### config.mk
export PLATFORM = sky130hd
export DESIGN_NAME = frame_sequencer
export DESIGN_NICKNAME = d
export VERILOG_FILES = /design/src/rtl/frame_sequencer.sv
export SDC_FILE = /design/constraint.sdc
export NUM_CORES = 1
export LEC_CHECK = 0
export ABC_AREA = 1
export BUFFER_PORTS_ARGS = -buffer_cell sky130_fd_sc_hd__clkbuf_2
export CELL_PAD_IN_SITES_DETAIL_PLACEMENT = 1
export CELL_PAD_IN_SITES_GLOBAL_PLACEMENT = 2
export CORE_MARGIN = 2
export CORE_UTILIZATION = 30
export CTS_CLUSTER_DIAMETER = 30
export CTS_CLUSTER_SIZE = 8
export DETAILED_ROUTE_END_ITERATION = 7
export PLACE_DENSITY = 0.83
export SLEW_MARGIN = 0
export SYNTH_ARGS = -nofsm -noshare
export SYNTH_HDL_FRONTEND = slang
export SYNTH_SLANG_ARGS = --single-unit
### constraint.sdc
create_clock -name clk -period 4 [get_ports clk]
set_input_delay 0.8 -clock clk [delete_from_list [all_inputs] [get_ports clk]]
set_output_delay 0.8 -clock clk [all_outputs]
set_load 0.01 [all_outputs]
### src/rtl/frame_sequencer.sv
// Command-driven frame timing generator: emits frameStart/frameEnd/burstDone
// for a single frame or a burst, with abort handling and a post-reset settle cycle.
module frame_sequencer #(
    parameter int unsigned FRAME_LEN_W = 16,
    parameter int unsigned BURST_W     = 8,
    parameter int unsigned GAP_CYCLES  = 2
) (
    input  logic                   clk,
    input  logic                   reset_n,
    input  logic                   cmdValid,
    output logic                   cmdReady,
    input  logic                   cmdMode,
    input  logic [FRAME_LEN_W-1:0] cmdFrameLen,
    input  logic [BURST_W-1:0]     cmdBurstLen,
    input  logic                   abort,
    output logic                   frameStart,
    output logic                   frameEnd,
    output logic                   burstDone,
    output logic                   mode,
    output logic                   busy,
    output logic [BURST_W-1:0]     frameCount
);

    typedef enum logic [2:0] {StIdle, StStart, StActive, StGap, StClose} state_e;

    localparam logic [FRAME_LEN_W-1:0] MinLen  = FRAME_LEN_W'(2);
    localparam logic [FRAME_LEN_W-1:0] GapLoad = FRAME_LEN_W'(GAP_CYCLES - 1);
    localparam logic [BURST_W-1:0]     OneB    = BURST_W'(1);

    state_e                 state_q, state_d;
    logic [FRAME_LEN_W-1:0] cnt_q, cnt_d;
    logic [FRAME_LEN_W-1:0] frame_len_q, frame_len_d;
    logic [BURST_W-1:0]     burst_len_q, burst_len_d;
    logic [BURST_W-1:0]     frame_count_d;
    logic                   mode_d;
    logic                   close_frame_q, close_frame_d;
    logic                   settle_q;
    logic                   accept;
    logic                   frame_end_d, burst_done_d;

    assign accept = cmdValid && cmdReady && !settle_q && (state_q == StIdle);

    always_comb begin
        state_d       = state_q;
        cnt_d         = cnt_q;
        frame_len_d   = frame_len_q;
        burst_len_d   = burst_len_q;
        frame_count_d = frameCount;
        mode_d        = mode;
        close_frame_d = close_frame_q;
        unique case (state_q)
            StIdle: begin
                if (accept) begin
                    state_d       = StStart;
                    mode_d        = cmdMode;
                    frame_count_d = '0;
                    close_frame_d = 1'b0;
                    frame_len_d   = (cmdFrameLen < MinLen) ? MinLen : cmdFrameLen;
                    burst_len_d   = (!cmdMode || cmdBurstLen == '0) ? OneB : cmdBurstLen;
                end
            end
            StStart: begin
                if (abort) begin
                    state_d       = StClose;
                    close_frame_d = 1'b1;
                end else begin
                    state_d = StActive;
                    cnt_d   = frame_len_q - MinLen;
                end
            end
            StActive: begin
                if (cnt_q == '0) begin
                    // Frame completes this cycle; an abort here finds no open frame.
                    frame_count_d = frameCount + OneB;
                    if (frameCount == burst_len_q - OneB) begin
                        state_d = StIdle;
                    end else if (abort) begin
                        state_d       = StClose;
                        close_frame_d = 1'b0;
                    end else begin
                        state_d = StGap;
                        cnt_d   = GapLoad;
                    end
                end else if (abort) begin
                    state_d       = StClose;
                    close_frame_d = 1'b1;
                end else begin
                    cnt_d = cnt_q - FRAME_LEN_W'(1);
                end
            end
            StGap: begin
                if (abort) begin
                    state_d       = StClose;
                    close_frame_d = 1'b0;
                end else if (cnt_q == '0) begin
                    state_d = StStart;
                end else begin
                    cnt_d = cnt_q - FRAME_LEN_W'(1);
                end
            end
            StClose: begin
                state_d = StIdle;
                if (close_frame_q) begin
                    frame_count_d = frameCount + OneB;
                end
            end
            default: state_d = StIdle;
        endcase
    end

    // Output pulses are decoded from the next state so they leave straight from flops.
    always_comb begin
        frame_end_d  = ((state_d == StActive) && (cnt_d == '0)) ||
                       ((state_d == StClose) && close_frame_d);
        burst_done_d = mode_d &&
                       (((state_d == StActive) && (cnt_d == '0) &&
                         (frame_count_d == burst_len_d - OneB)) ||
                        (state_d == StClose));
    end

    always_ff @(posedge clk or negedge reset_n) begin
        if (!reset_n) begin
            state_q       <= StIdle;
            cnt_q         <= '0;
            frame_len_q   <= MinLen;
            burst_len_q   <= OneB;
            close_frame_q <= 1'b0;
            settle_q      <= 1'b1;
            cmdReady      <= 1'b0;
            frameStart    <= 1'b0;
            frameEnd      <= 1'b0;
            burstDone     <= 1'b0;
            mode          <= 1'b0;
            busy          <= 1'b0;
            frameCount    <= '0;
        end else begin
            state_q       <= state_d;
            cnt_q         <= cnt_d;
            frame_len_q   <= frame_len_d;
            burst_len_q   <= burst_len_d;
            close_frame_q <= close_frame_d;
            settle_q      <= 1'b0;
            cmdReady      <= (state_d == StIdle);
            frameStart    <= (state_d == StStart);
            frameEnd      <= frame_end_d;
            burstDone     <= burst_done_d;
            mode          <= mode_d;
            busy          <= (state_d != StIdle);
            frameCount    <= frame_count_d;
        end
    end

endmodule

# == Yosys cells after proc, flatten, opt, wreduce, memory -nomap -nowiden ==
# Index checks and enable logic that the tools add are counted.
# classes
n_mux,33
multipliers,0
reduce_logical,19
shifts,0
n_lt_le_gt_ge,1
div,0
n_eq_ne,9
n_bitwise,0
n_addsub,5
# ops
operator,count
16-bit two-way mux,8
8-bit two-way mux,6
16-bit case mux with 3 select lines,1
16-bit logical NOT,2
3-bit two-way mux,8
8-bit case mux with 3 select lines,1
8-bit equality test,2
16-bit by 2-bit < comparator with 1-bit output (second input constant),1
16-bit by 1-bit subtractor with 16-bit output (second input constant),1
16-bit by 2-bit subtractor with 16-bit output (second input constant),1
8-bit by 1-bit subtractor with 8-bit output (second input constant),2
3-bit case mux with 4 select lines,1
3-bit by 2-bit equality test with 1-bit output (second input constant),3
8-bit by 1-bit adder with 8-bit output (second input constant),1
8-bit logical NOT,1
1-bit logical AND,7
1-bit two-way mux,7
3-bit by 1-bit equality test with 1-bit output (second input constant),2
3-bit equality test (second input constant),2
3-bit logical NOT,2
1-bit case mux with 4 select lines,1
1-bit logical OR,3
3-bit nonzero test,1
1-bit logical NOT,2
2-bit AND reduction,1
# totals
mem_bits_rw,0
regBits,59
latchBits,0
n_memories,0
out_inout_bits,14
rom_bits,0
input_bits,29

# == Depth between registers and ports, before layout ==
# Gate-level depths: netlist (run 1).
# logic_depth
ltp_word,10
ltp_mapped,21

# == Worst setup path after synthesis (run 1) ==
# Ideal clock, no wire load.
# synth_timing
kind,in2reg
start,input cmdValid
end,register burstDone
slack_ns,1.410
setup_time_ns,0.077
cell_stages,19
n_path_buf,0
required_time_ns,3.923
t_arrival_ns,2.513
cell_sequence,nand3_2 nor2_8 nand2_2 inv_2 nand2_2 o21ai_4 ha_1 nand3_2 nor2_2 nand2_1 nand2_1 inv_1 nand2_1 nand2_1 nor2_1 nand2_1 nor2_1 nand4_1 a21oi_1
# synth_via
elab_chain_len,10
elab_cells_between_ends,19
cone_classes,add/sub (1); eq/ne (3); mux (8); reduce/logical (7)
# synth_lines
element,line,text
"start, declared",10,"input logic cmdValid,"
1-bit logical AND * (3 in series),41,assign accept = cmdValid && cmdReady && !settle_q && (state_q == StIdle);
8-bit two-way mux or 3-bit two-way mux (tied branches),53,if (accept) begin
8-bit two-way mux or 3-bit case mux with 4 select lines (tied branches),51,unique case (state_q)
8-bit by 1-bit subtractor with 8-bit output or 3-bit by 2-bit equality test with 1-bit output (tied branches),"117, 116",
8-bit equality test or 1-bit logical AND (tied branches),"117, 116",
1-bit logical AND,116,(((state_d == StActive) && (cnt_d == '0) &&
1-bit logical OR,117,(frame_count_d == burst_len_d - OneB)) ||
1-bit logical AND *,115,burst_done_d = mode_d &&
named net burst_done_d,39,"logic frame_end_d, burst_done_d;"
"end signal, assigned",146,burstDone <= burst_done_d;
"end, declared",18,"output logic burstDone,"
# Mark *: on every way through the listed nets, which the timed path passes. The rest lies on a longest branch.
# A chain may end at the register's enable or synchronous reset.

# == Worst setup path after layout (run 1) ==
# layout_timing
start,register state_q[0]
end,register burstDone
# layout_via
elab_chain_len,9
elab_cells_between_ends,28
cone_classes,add/sub (1); eq/ne (7); mux (13); reduce/logical (7)
# layout_lines
element,line,text
"start, declared",30,"state_e state_q, state_d;"
"start signal, assigned",123,state_q <= StIdle;
"start signal, assigned",137,state_q <= state_d;
3-bit logical NOT,"41, 51",
1-bit logical AND,41,
8-bit two-way mux or 3-bit two-way mux (tied branches),53,
8-bit two-way mux or 3-bit case mux with 4 select lines (tied branches),51,
8-bit by 1-bit subtractor with 8-bit output or 3-bit by 2-bit equality test with 1-bit output (tied branches),"117, 116",
8-bit equality test or 1-bit logical AND (tied branches),"117, 116",
1-bit logical AND,116,
1-bit logical OR,117,
1-bit logical AND *,115,
named net burst_done_d,39,
# Marked as above.

==> results of run 1 <==
metal layers:
layer | global-route usage [%] | share of wire [%] | vias up
met5 | 0 | 0 | -
met4 | 6.91 | 1.8 | 0
met2 | 31.2 | 45 | 106
met1 | 27.3 | 49 | 2303
li1 | - | - | 2406
met3 | 2.41 | 4.2 | 20
worst max-delay path by stage:
| stage | end | slack [ns] | start |
|---|---|---|---|
| after global routing | burstDone | 0.71 | state_q[0] |
| after floorplan | burstDone | 1.41 | cmdValid |
| final | burstDone | 1.06 | state_q[0] |
| after CTS | burstDone | 1.02 | state_q[0] |
| after detailed placement | burstDone | 0.73 | cmdValid |
| after global placement | burstDone | 0.90 | cmdValid |
cell usage after synthesis (3+ instances only):
cell | instances | area share, %
nand2_1 | 228 | 18
inv_1 | 89 | 7.1
nor2_1 | 87 | 7.0
nand3_1 | 76 | 8.1
dfrtp_1 | 56 | 30
o21ai_0 | 28 | 3.0
xor2_1 | 15 | 2.8
a21oi_1 | 13 | 1.4
nand2_2 | 13 | 1.7
o211ai_1 | 13 | 2.1
nand4_1 | 12 | 1.6
nor2_2 | 10 | 1.3
clkbuf_1 | 8 | 0.64
inv_2 | 8 | 0.64
o2111ai_1 | 7 | 1.3
buf_2 | 6 | 0.64
ha_1 | 6 | 1.6
nand2_4 | 5 | 1.2
nor2_4 | 5 | 1.2
xnor2_1 | 5 | 0.94
nand3_2 | 4 | 0.86
dfstp_2 | 3 | 1.7
nor3_1 | 3 | 0.32
nor4_1 | 3 | 0.40
through the flow:
step	std cells	util [%]
2_1_floorplan	726	-
3_3_place_gp	943	33.3
3_5_place_dp	943	33.3
4_1_cts	959	35.4
5_1_grt	959	35.4
6_report	959	35.4
state kept, by name, summed over array words and instances (netlist names):
signal,cells
cmdReady,1
state_q,3
burst_len_q,8
busy,1
settle_q,1
burstDone,1
frameEnd,1
cnt_q,16
close_frame_q,1
mode,1
frameStart,1
frameCount,8
frame_len_q,16
power groups by stage:
stage                     registers, mW  logic (mW)  clock network (mW)
after floorplan                    1.05        1.61                   0
after global placement             1.11        2.09                   0
after detailed placement           1.13        2.16                   0
after CTS                          1.12        2.18               0.862
after global routing               1.16        2.49               0.882
final                              1.12        2.17               0.850
area by class of cell:
type	count	area, µm²
clock buffer	12	246
clock inverter	4	73.8
fill	1998	9820
inverter	99	374
multi-input combinational	551	2730
sequential	59	1480
tap	188	235
timing repair buffer	46	240
cells by family (layout without fill, tap and decap cells):
group / count (synthesis) / after routing / synth area share (%)
and+or+nand+nor: 450 / 450 / 43.0
adders and majority gates: 6 / 6 / 1.61
xor gates and xnor gates: 20 / 20 / 3.75
buffers and inverters: 116 / 161 / 9.88
DFF: 59 / 59 / 31.7
other: 1 / 1 / 0.0802
AOI/OAI and AO/OA: 74 / 74 / 10.0
worst max-delay path: stages, from the launching register on:
cell     delay, ns
dfrtp_1       0.50
nor2_4        0.20
nand2_4       0.11
nor2_8        0.37
nand2_2       0.11
inv_2         0.09
nand2_2       0.06
o21ai_4       0.10
ha_1          0.22
nand3_2       0.12
nor2_2        0.15
nand2_1       0.06
nand2_1       0.10
inv_1         0.05
nand2_1       0.06
nand2_1       0.04
nor2_1        0.09
nand2_1       0.07
nor2_1        0.11
nand4_1       0.10
a21oi_1       0.13
==> flow_metrics.py, run 1 <==
metrics = {
    "status": {
        "status": "finished clean",
    },
    "timing": {
        "tightestPinTransition_ns": 0.747,
        "rsz0062_at_grt": "no",
        "fin_crit_ns": 2.94,
        "slew_viol_final": 0,
        "holdWs_ns": 0.524,
        "slew_headroom_pct": 50.2,
        "finalWorstSetupSlack_ns": 1.06,
        "hold_viol_final": 0,
        "fin_setup_tns_ns": 0,
        "fin_crit_sh_pct": 73.4,
        "finClkSkew_ns": 0.0109,
        "fmax_mhz": 340,
        "setup_viol": 0,
    },
    "setup_path": {
        "cp.required_ns": 4.25,
        "r2r_slack_ns": 1.06,
        "start_kind": "flop",
        "r2r-end": "burstDone",
        "path_max_fanout": 36,
        "worst-r2r-cell-count": 20,
        "path_class": "reg2reg",
        "timing.rr.start": "state_q[0]",
        "arrival_ns": 3.19,
        "cp-end-kind": "flop",
    },
    "floorplan": {
        "die_width_um": 129,
        "dieArea_um2": 16600,
        "ioPinCount": 43,
        "coreArea_um2": 15200,
        "die_h_um": 129,
        "rows": 45,
        "start_util_pct": 30.7,
    },
    "clock_network": {
        "cts.htree.levels": 3,
        "cts.sinks": 59,
        "post_cts_buffers": 0,
        "hold_buffers": 0,
        "numCtsBuffers": 9,
        "cts_resized": 0,
        "cts_buffer_depth": 2,
        "clk_pin_slew_ns": 0.05,
        "clk_latency_ns": 0.33,
        "cts_root_buf": "clkbuf_16",
        "cts_tree": "built",
    },
    "cells_and_area": {
        "layout_commonest_cell": "nand2_1",
        "antenna_cells": 0,
        "fin_nets": 801,
        "drive_above_1_share_pct": 14.8,
        "final_cell_mix": "228 x nand2_1, 89 x inv_1, 87 x nor2_1, 76 x nand3_1, 56 x dfrtp_1",
        "stdcell_area_um2": 5380,
        "synthToLayoutAreaGrowth_pct": 15.2,
    },
    "global_routing": {
        "grt_usage_pct": 19.5,
        "grt_pass1_wl_um": 25700,
        "antenna_found_initial": 0,
        "grt_max_degree": 37,
        "grt_overflow": 0,
        "grt_pass1_vias": 5136,
    },
    "drt": {
        "wl_per_cell_um": 15.9,
        "drt_iter0_drc": 254,
        "vias": 4835,
        "drt_first_pass_iters": 4,
        "drt-total-wl_um": 15200,
        "drtAntennaViolNets": 0,
        "viasPerCell": 5.04,
        "drc_errors": 0,
    },
    "place": {
        "port_buffers": 42,
        "hpwl_um": 12000,
        "dp_slack_ns": 0.728,
        "gp_congestion": 0.856,
        "post_dp_cell_area_um2": 5060,
    },
    "yosys": {
        "synth_flop_cell": "dfrtp_1",
        "synth-seq-area-share_pct": 31.7,
        "postSynthNetCount": 761,
        "avgSynthCellArea_um2": 6.44,
        "synth_edf_count": 0,
        "synth_cell_types": 42,
        "synth-seq-cells": 59,
        "ys_warn_count": 0,
        "syn_inst": 726,
        "syn-cell-area_um2": 4670,
        "async_reset_ff_share_pct": 100,
    },
    "power_and_ir_drop": {
        "p_sw_share_pct": 49.1,
        "power_frac_comb_pct": 52.4,
        "internal_power_mw": 2.11,
        "powerDensity_nw_per_um2": 770,
        "p_seq_share_pct": 27.1,
        "pwr-share-clk_pct": 20.5,
        "ir_worst_vdd_v": 0.000309,
        "p_sw_mw": 2.04,
        "finalPower_mw": 4.14,
        "leakage_nw": 2.75,
    },
    "run": {
        "maxCapViolCount": 0,
    },
    "min_path": {
        "min_path_type": "in2async",
    },
}
Note: power is estimated with default switching activity, not from simulation.
==> run 2: changes to the inputs <==
==> constraint.sdc (replaced) <==
create_clock -name clk -period 2.9 [get_ports clk]
set_input_delay 0.58 -clock clk [delete_from_list [all_inputs] [get_ports clk]]
set_output_delay 0.58 -clock clk [all_outputs]
set_load 0.01 [all_outputs]
==> flow_metrics.py, run 2 (synthesized netlist as in run 1, its figures left out) <==
metrics = {
    "status": {
        "status": "finished clean",
    },
    "global_routing": {
        "grt_usage_pct": 19.6,
        "grt_overflow": 0,
        "grt_pass1_wl_um": 25600,
        "antenna_found_initial": 0,
        "grt_pass1_vias": 4993,
        "grt_max_degree": 33,
    },
    "drt": {
        "viasPerCell": 5.00,
        "vias": 4836,
        "drt-total-wl_um": 15400,
        "drt_first_pass_iters": 5,
        "wl_per_cell_um": 15.9,
        "drt_iter0_drc": 237,
        "drtAntennaViolNets": 0,
        "drc_errors": 0,
    },
    "timing": {
        "slew_headroom_pct": 46.1,
        "fin_setup_tns_ns": 0,
        "fin_crit_sh_pct": 89.9,
        "rsz0062_at_grt": "no",
        "fmax_mhz": 383,
        "hold_viol_final": 0,
        "tightestPinTransition_ns": 0.808,
        "setup_viol": 0,
        "finClkSkew_ns": 0.0102,
        "slew_viol_final": 0,
        "finalWorstSetupSlack_ns": 0.292,
        "fin_crit_ns": 2.61,
    },
    "floorplan": {
        "die_h_um": 129,
        "dieArea_um2": 16600,
        "rows": 45,
        "coreArea_um2": 15200,
        "ioPinCount": 43,
        "start_util_pct": 30.7,
        "die_width_um": 129,
    },
    "setup_path": {
        "cp-end-kind": "flop",
        "cp_cell_sequence": "inv_2 > ha_1 > nand2_1 > nor2_2 > nand2_1 > nand3_1 > nand2_2 > nand2_1 > nand2_1 > nand2_1 > nand2_1 > nand2_1 > nor2_1 > nand2_1 > nor2_1 > nand4_1 > a21oi_1",
        "cp.required_ns": 3.15,
        "critical-path-slowest-cell": "dfrtp_1",
        "crit_top_cell": "nand2_1",
        "path_max_fanout": 7,
        "max_stage_delay_ns": 0.38,
        "path_class": "reg2reg",
        "start_kind": "flop",
        "arrival_ns": 2.86,
    },
    "place": {
        "hpwl_um": 12200,
        "gp_congestion": 0.866,
        "dp_slack_ns": 0.0645,
        "port_buffers": 42,
        "post_dp_cell_area_um2": 5100,
    },
    "min_path": {
        "min_path_type": "in2async",
    },
    "clock_network": {
        "numCtsBuffers": 9,
        "cts_buffer_depth": 2,
        "clk_latency_ns": 0.34,
        "cts.sinks": 59,
        "cts.htree.levels": 3,
        "cts_tree": "built",
        "clk_pin_slew_ns": 0.06,
        "cts_root_buf": "clkbuf_16",
    },
    "power_and_ir_drop": {
        "finalPower_mw": 5.73,
        "ir_worst_vdd_v": 0.000372,
        "leakage_nw": 2.77,
        "powerDensity_nw_per_um2": 1050,
    },
    "cells_and_area": {
        "layout_commonest_cell": "nand2_1",
        "drive_above_1_share_pct": 16.3,
        "final_core_util_pct": 35.7,
        "stdcell_area_um2": 5430,
        "fin_nets": 809,
        "synthToLayoutAreaGrowth_pct": 16.2,
        "antenna_cells": 0,
        "largestRegisters": "cnt_q x16, frame_len_q x16",
        "final_cell_mix": "228 x nand2_1, 89 x inv_1, 86 x nor2_1, 76 x nand3_1, 54 x dfrtp_1",
    },
    "run": {
        "maxCapViolCount": 0,
    },
}
-- run 2: path summary, 6_finish.rpt --
check | from | to | slack [ns] | cells past startpoint
max | cnt_q[0] | burstDone | 0.29 | 17
min reg2reg | frame_len_q[9] | frame_len_q[9] | 0.54 | 2
min in group clk | cmdFrameLen[9] | frame_len_q[9] | 0.46 | 3
max in group asynchronous | reset_n | cnt_q[0] | 1.83 | 2
min | reset_n | frame_len_q[14] | 0.32 | 1
max reg2reg | cnt_q[0] | burstDone | 0.29 | 17
-- run 2: layout make-up --
cell class	count	area, µm²
clock buffers	11	233
inverters	99	374
repair buffers	54	300
flip-flops and latches	59	1480
fillers	1979	9770
multi-input cells	551	2750
clock inverters	5	56.3
well taps	188	235
-- run 2: repair_timing --
item / 4_1_cts / 5_1_grt
setup buffers: 0 / 3
endpoints found under the hold margin: 0 / 0
endpoints found under the setup margin: 0 / 2
resized for setup: 0 / 7
hold buffers: 0 / 0
-- run 2: layer usage --
metal	wire length, µm	global-route usage [%]	vias to the layer above
met3	668	2.70	12
li1	-	-	2416
met2	6790	30.8	109
met5	0	0	-
met1	7770	28.5	2299
met4	167	4.86	0
-- run 2: per-stage QoR --
| step | instances | hold slack (ns) |
|---|---|---|
| final | 967 | 0.322 |
| after global routing | 967 | 0.382 |
| after CTS | 964 | 0.350 |
| after detailed placement | 948 | 0.531 |
| after global placement | 948 | 0.523 |
| after floorplan | 726 | 0.284 |
-- run 2: worst max-delay path: cells and delay by family, from the launching register on --
family | cells | cell delay (ns)
buffers and inverters | 1 | 0.08
flip-flops | 1 | 0.38
AO/OA/AOI/OAI | 1 | 0.15
AND/OR/NAND/NOR | 14 | 1.68
adder cells (fa/ha/maj) | 1 | 0.24
-- run 2: power by group --
| part | total [mW] | internal [mW] | switching [mW] | leakage [nW] |
|---|---|---|---|---|
| clock | 1.08 | 0.664 | 0.418 | 0.139 |
| sequential | 1.55 | 1.16 | 0.393 | 0.744 |
| combinational | 3.09 | 1.03 | 2.06 | 1.89 |
